--- config.mk ---
export PLATFORM = sky130hd
export DESIGN_NAME = alu_issue_stage
export DESIGN_NICKNAME = d
export VERILOG_FILES = /design/src/rtl/alu_issue_stage.sv
export SDC_FILE = /design/constraint.sdc
export NUM_CORES = 1
export LEC_CHECK = 0
export CAP_MARGIN = 15
export CORE_MARGIN = 2
export CORE_UTILIZATION = 44
export CTS_BUF_LIST = sky130_fd_sc_hd__clkbuf_8 sky130_fd_sc_hd__clkbuf_16
export CTS_CLUSTER_DIAMETER = 100
export DETAILED_ROUTE_END_ITERATION = 8
export PLACE_DENSITY = 0.86
export SLEW_MARGIN = 20
export SYNTH_ARGS = -nofsm -noshare
export SYNTH_HDL_FRONTEND = slang
export SYNTH_SLANG_ARGS = --single-unit
export TNS_END_PERCENT = 50
--- constraint.sdc ---
create_clock -name CLK -period 4.9 [get_ports CLK]
set_clock_uncertainty 0.1 [all_clocks]
set_input_delay 0.98 -clock CLK [delete_from_list [all_inputs] [get_ports CLK]]
set_output_delay 0.98 -clock CLK [all_outputs]
set_load 0.02 [all_outputs]
--- src/rtl/alu_issue_stage.sv ---
// Execute-issue pipeline register feeding the ALU: operand forwarding,
// load-use bubble insertion and a valid/ready handshake toward the ALU.
module alu_issue_stage #(
    parameter int DATA_W  = 16,
    parameter int REG_AW  = 4,
    parameter int STALL_W = 16
) (
    input  logic               CLK,
    input  logic               RST_N,
    input  logic               InValid,
    output logic               InReady,
    input  logic [2:0]         InALUOp,
    input  logic [REG_AW-1:0]  InRs1,
    input  logic [REG_AW-1:0]  InRs2,
    input  logic [REG_AW-1:0]  InRd,
    input  logic               InRegWrite,
    input  logic               InIsLoad,
    input  logic               InUseImm,
    input  logic [DATA_W-1:0]  InImm,
    input  logic [DATA_W-1:0]  InRs1Data,
    input  logic [DATA_W-1:0]  InRs2Data,
    input  logic               FwdExValid,
    input  logic [REG_AW-1:0]  FwdExRd,
    input  logic [DATA_W-1:0]  FwdExData,
    input  logic               FwdWbValid,
    input  logic [REG_AW-1:0]  FwdWbRd,
    input  logic [DATA_W-1:0]  FwdWbData,
    input  logic               Flush,
    input  logic               OutReady,
    output logic               OutValid,
    output logic [DATA_W-1:0]  OutA,
    output logic [DATA_W-1:0]  OutB,
    output logic [2:0]         OutALUOp,
    output logic [REG_AW-1:0]  OutRd,
    output logic               OutRegWrite,
    output logic               OutIsLoad,
    output logic [STALL_W-1:0] StallCount
);

    typedef enum logic {RUN, BUBBLE} state_t;

    state_t            state, state_nxt;
    logic              last_load;
    logic              hazard;
    logic              do_bubble;
    logic              do_xfer;
    logic [DATA_W-1:0] opnd_a, opnd_rs2, opnd_b;

    // r0 is hard zero; the EX result is younger than WB, so it wins.
    function automatic logic [DATA_W-1:0] sel_opnd(
        input logic [REG_AW-1:0] rs,
        input logic [DATA_W-1:0] rf_data,
        input logic              ex_vld,
        input logic [REG_AW-1:0] ex_rd,
        input logic [DATA_W-1:0] ex_data,
        input logic              wb_vld,
        input logic [REG_AW-1:0] wb_rd,
        input logic [DATA_W-1:0] wb_data
    );
        if (rs == '0)                      return '0;
        else if (ex_vld && (ex_rd == rs))  return ex_data;
        else if (wb_vld && (wb_rd == rs))  return wb_data;
        else                               return rf_data;
    endfunction

    assign opnd_a   = sel_opnd(InRs1, InRs1Data, FwdExValid, FwdExRd, FwdExData,
                               FwdWbValid, FwdWbRd, FwdWbData);
    assign opnd_rs2 = sel_opnd(InRs2, InRs2Data, FwdExValid, FwdExRd, FwdExData,
                               FwdWbValid, FwdWbRd, FwdWbData);
    assign opnd_b   = InUseImm ? InImm : opnd_rs2;

    // The output register doubles as the last-issued record; a bubble or
    // flush clears OutValid, which also clears the hazard source.
    assign last_load = OutValid & OutIsLoad & OutRegWrite;
    assign hazard    = InValid & last_load & (OutRd != '0) &
                       ((OutRd == InRs1) | (~InUseImm & (OutRd == InRs2)));
    assign InReady   = OutReady & ~hazard & ~Flush;
    assign do_xfer   = InValid & InReady;

    always_ff @(posedge CLK or negedge RST_N) begin
        if (!RST_N) state <= RUN;
        else        state <= state_nxt;
    end

    always_comb begin
        state_nxt = state;
        do_bubble = 1'b0;
        case (state)
            RUN: begin
                if (hazard && OutReady && !Flush) begin
                    do_bubble = 1'b1;
                    state_nxt = BUBBLE;
                end
            end
            BUBBLE:  state_nxt = RUN;
            default: state_nxt = RUN;
        endcase
        if (Flush) state_nxt = RUN;
    end

    always_ff @(posedge CLK or negedge RST_N) begin
        if (!RST_N) begin
            OutValid    <= 1'b0;
            OutA        <= '0;
            OutB        <= '0;
            OutALUOp    <= '0;
            OutRd       <= '0;
            OutRegWrite <= 1'b0;
            OutIsLoad   <= 1'b0;
            StallCount  <= '0;
        end else if (Flush) begin
            OutValid    <= 1'b0;
            OutRd       <= '0;
            OutRegWrite <= 1'b0;
            OutIsLoad   <= 1'b0;
        end else if (OutReady) begin
            if (do_bubble) begin
                OutValid    <= 1'b0;
                OutALUOp    <= '0;
                OutRd       <= '0;
                OutRegWrite <= 1'b0;
                OutIsLoad   <= 1'b0;
                if (StallCount != '1) StallCount <= StallCount + 1'b1;
            end else if (do_xfer) begin
                OutValid    <= 1'b1;
                OutA        <= opnd_a;
                OutB        <= opnd_b;
                OutALUOp    <= InALUOp;
                OutRd       <= InRd;
                OutRegWrite <= InRegWrite;
                OutIsLoad   <= InIsLoad;
            end else begin
                OutValid    <= 1'b0;
            end
        end
    end

endmodule

==> out/metrics.cfg <==
[sta]
finalSetupViolations=0
drv_slew=0
hold_viol=0
relSlewSlack_pct=29.9
rsz0062_at_grt=false
max_freq_mhz=245
max_slew.worst_pin.slew_ps=1050
finalCriticalPeriod_ps=4090
tns_ps=0
min_period_over_period_pct=83.4

[worst_setup_path]
cp_max_fo=3
r2r_cells=6
cp-end-kind=output port
startpoint_type=input port
required_ps=3820
critPathKind=input port to output port
cp.arrival_ps=3010

[pwr]
p_per_area_nw_per_um2=278
ir_drop_uv=182
p_leak_nw=2.27

[cells_and_area]
layout_common_cells=170 x clkdlybuf4s50_1, 59 x dfrtp_1, 56 x a21oi_1
final_common_cell=clkdlybuf4s50_1
antennaDiodeCount=0
drive_above_1_share_pct=6.78
instances_no_fill=648
utilization_pct=71.2
area_growth_pct=56.4
nets=655
finalInstanceArea_um2=5530

[die]
initial_core_util_pct=45.5
boundaryPins=172
die_area_um2=8770
chipHeight_um=93.6
rows=32
core_area_um2=7770
die_w_um=93.6

[synthesis]
async_reset_ff_share_pct=100
ys_types=41
synth_edf_count=0
syn-num-nets=489
synth_area_per_cell_um2=9.43
yosysSeqAreaShare_pct=41.8
netlist_instances=375
ys_seq_elements=59
ys_warn_count=0
synth_ff_type=dfrtp_1
syn_area_um2=3530

[detailed_routing]
drt_iter0_drc=186
firstDrtPassIters=5
wl_um=12100
antenna_left=0
num_vias=3566
drcViolationCount=0
vias_per_cell=5.50
routedWlPerCell_um=18.6

[placed_design]
port_buffers=171
place_hpwl_um=9130
gp_congestion=0.895
placed_cell_area_um2=5300
post-place-cells=632

[run_status]
run_status=finished, final reports clean

[clock_network]
clk_latency_ps=340
clock-sinks=59
cts.clk_slew.worst_paths_ps=70
cts_hold_buffers=0
htreeDepth=3
ctsResizeCount=0
cts_buffers=9
root_buffer=clkbuf_8
post-cts-setup-buffers=0
tritoncts=yes
cts.path.max_buffers=2

[grt]
grt_pass1_vias=3615
overflow=0
grt_pass1_wl_um=18900
grt_usage_pct=27.8
antenna_found_initial=0
grt_max_degree=60

[min_path]
hp-class=register to register
min_path_cells=1

[flow_run]
maxCapViolCount=0

## report_power, final
| group | internal [mW] | switching (mW) | total (mW) |
|---|---|---|---|
| clock network | 0.300 | 0.209 | 0.509 |
| logic | 0.241 | 0.213 | 0.455 |
| registers | 0.542 | 0.0342 | 0.576 |
## critical path, cell delays in order
cell,delay (ps)
clkdlybuf4s50_1,510
nand4_1,190
nor4_1,460
a22o_1,260
nor2_1,70
clkdlybuf4s50_1,530
## path summary, 6_finish.rpt
kind / from / to / slack, ps
setup / recovery: InValid / InReady / 810
hold / removal: StallCount[8] / StallCount[8] / 390
setup reg to reg: OutRd[0] / OutALUOp[1] / 2360
hold reg to reg: StallCount[8] / StallCount[8] / 390
max in group asynchronous: RST_N / OutIsLoad / 3500
min in group asynchronous: RST_N / OutB[12] / 680
## metrics by stage
step / setup slack, ps / power, mW / hold WS (ps)
finish: 815 / 1.54 / 392
CTS: 808 / 1.54 / 397
detailed placement: 800 / 1.04 / 382
floorplan: 1970 / 0.774 / 481
global route: 675 / 1.60 / 420
global placement: 846 / 1.03 / 382
## logic make-up (layout without fill, tap and decap cells)
group                      after synthesis  after routing  share of synthesized area, %
muxes                                   34             34                          9.70
and+or+nand+nor                        107            107                          16.1
AOI/OAI and AO/OA                      111            111                          19.2
DFF                                     59             59                          41.8
buffers and inverters                   28            199                          4.28
xor gates and xnor gates                35             35                          8.67
adders and majority gates                1              1                         0.354
## sequential cells by signal (all words and copies together), names as in the netlist
signal,count
state,1
StallCount,16
OutIsLoad,1
OutRegWrite,1
OutValid,1
OutB,16
OutRd,4
OutALUOp,3
OutA,16
## synthesized netlist by cell type, types with 4 or more instances
cell type,number,share of area (%)
a21o_1,16,3.4
a21oi_1,56,7.9
a22o_1,17,4.2
and3_1,8,1.4
buf_2,8,1.1
clkbuf_1,9,0.96
dfrtp_1,59,42
inv_1,4,0.42
mux2i_1,32,9.1
nand2_1,21,2.2
nand3_1,8,1.1
nand3b_1,6,1.3
nor2_1,39,4.1
nor3_1,6,0.85
o21ai_0,18,2.5
xnor2_1,12,3.0
xor2_1,23,5.7
## layer usage
layer  track usage [%]  routed length (um)
met5                 0                   0
met4              9.54                 309
met1              35.4                4990
met2              48.2                6020
met3              4.51                 736
## final cells by class
type | instances | area (um^2)
clock buffer | 10 | 138
clock inverter | 6 | 88.8
fill | 607 | 2240
inverter | 5 | 18.8
multi-input combinational | 288 | 1920
sequential | 59 | 1480
tap | 102 | 128
timing repair buffer | 178 | 1760
No activity file was read; power rests on OpenSTA's default activity.
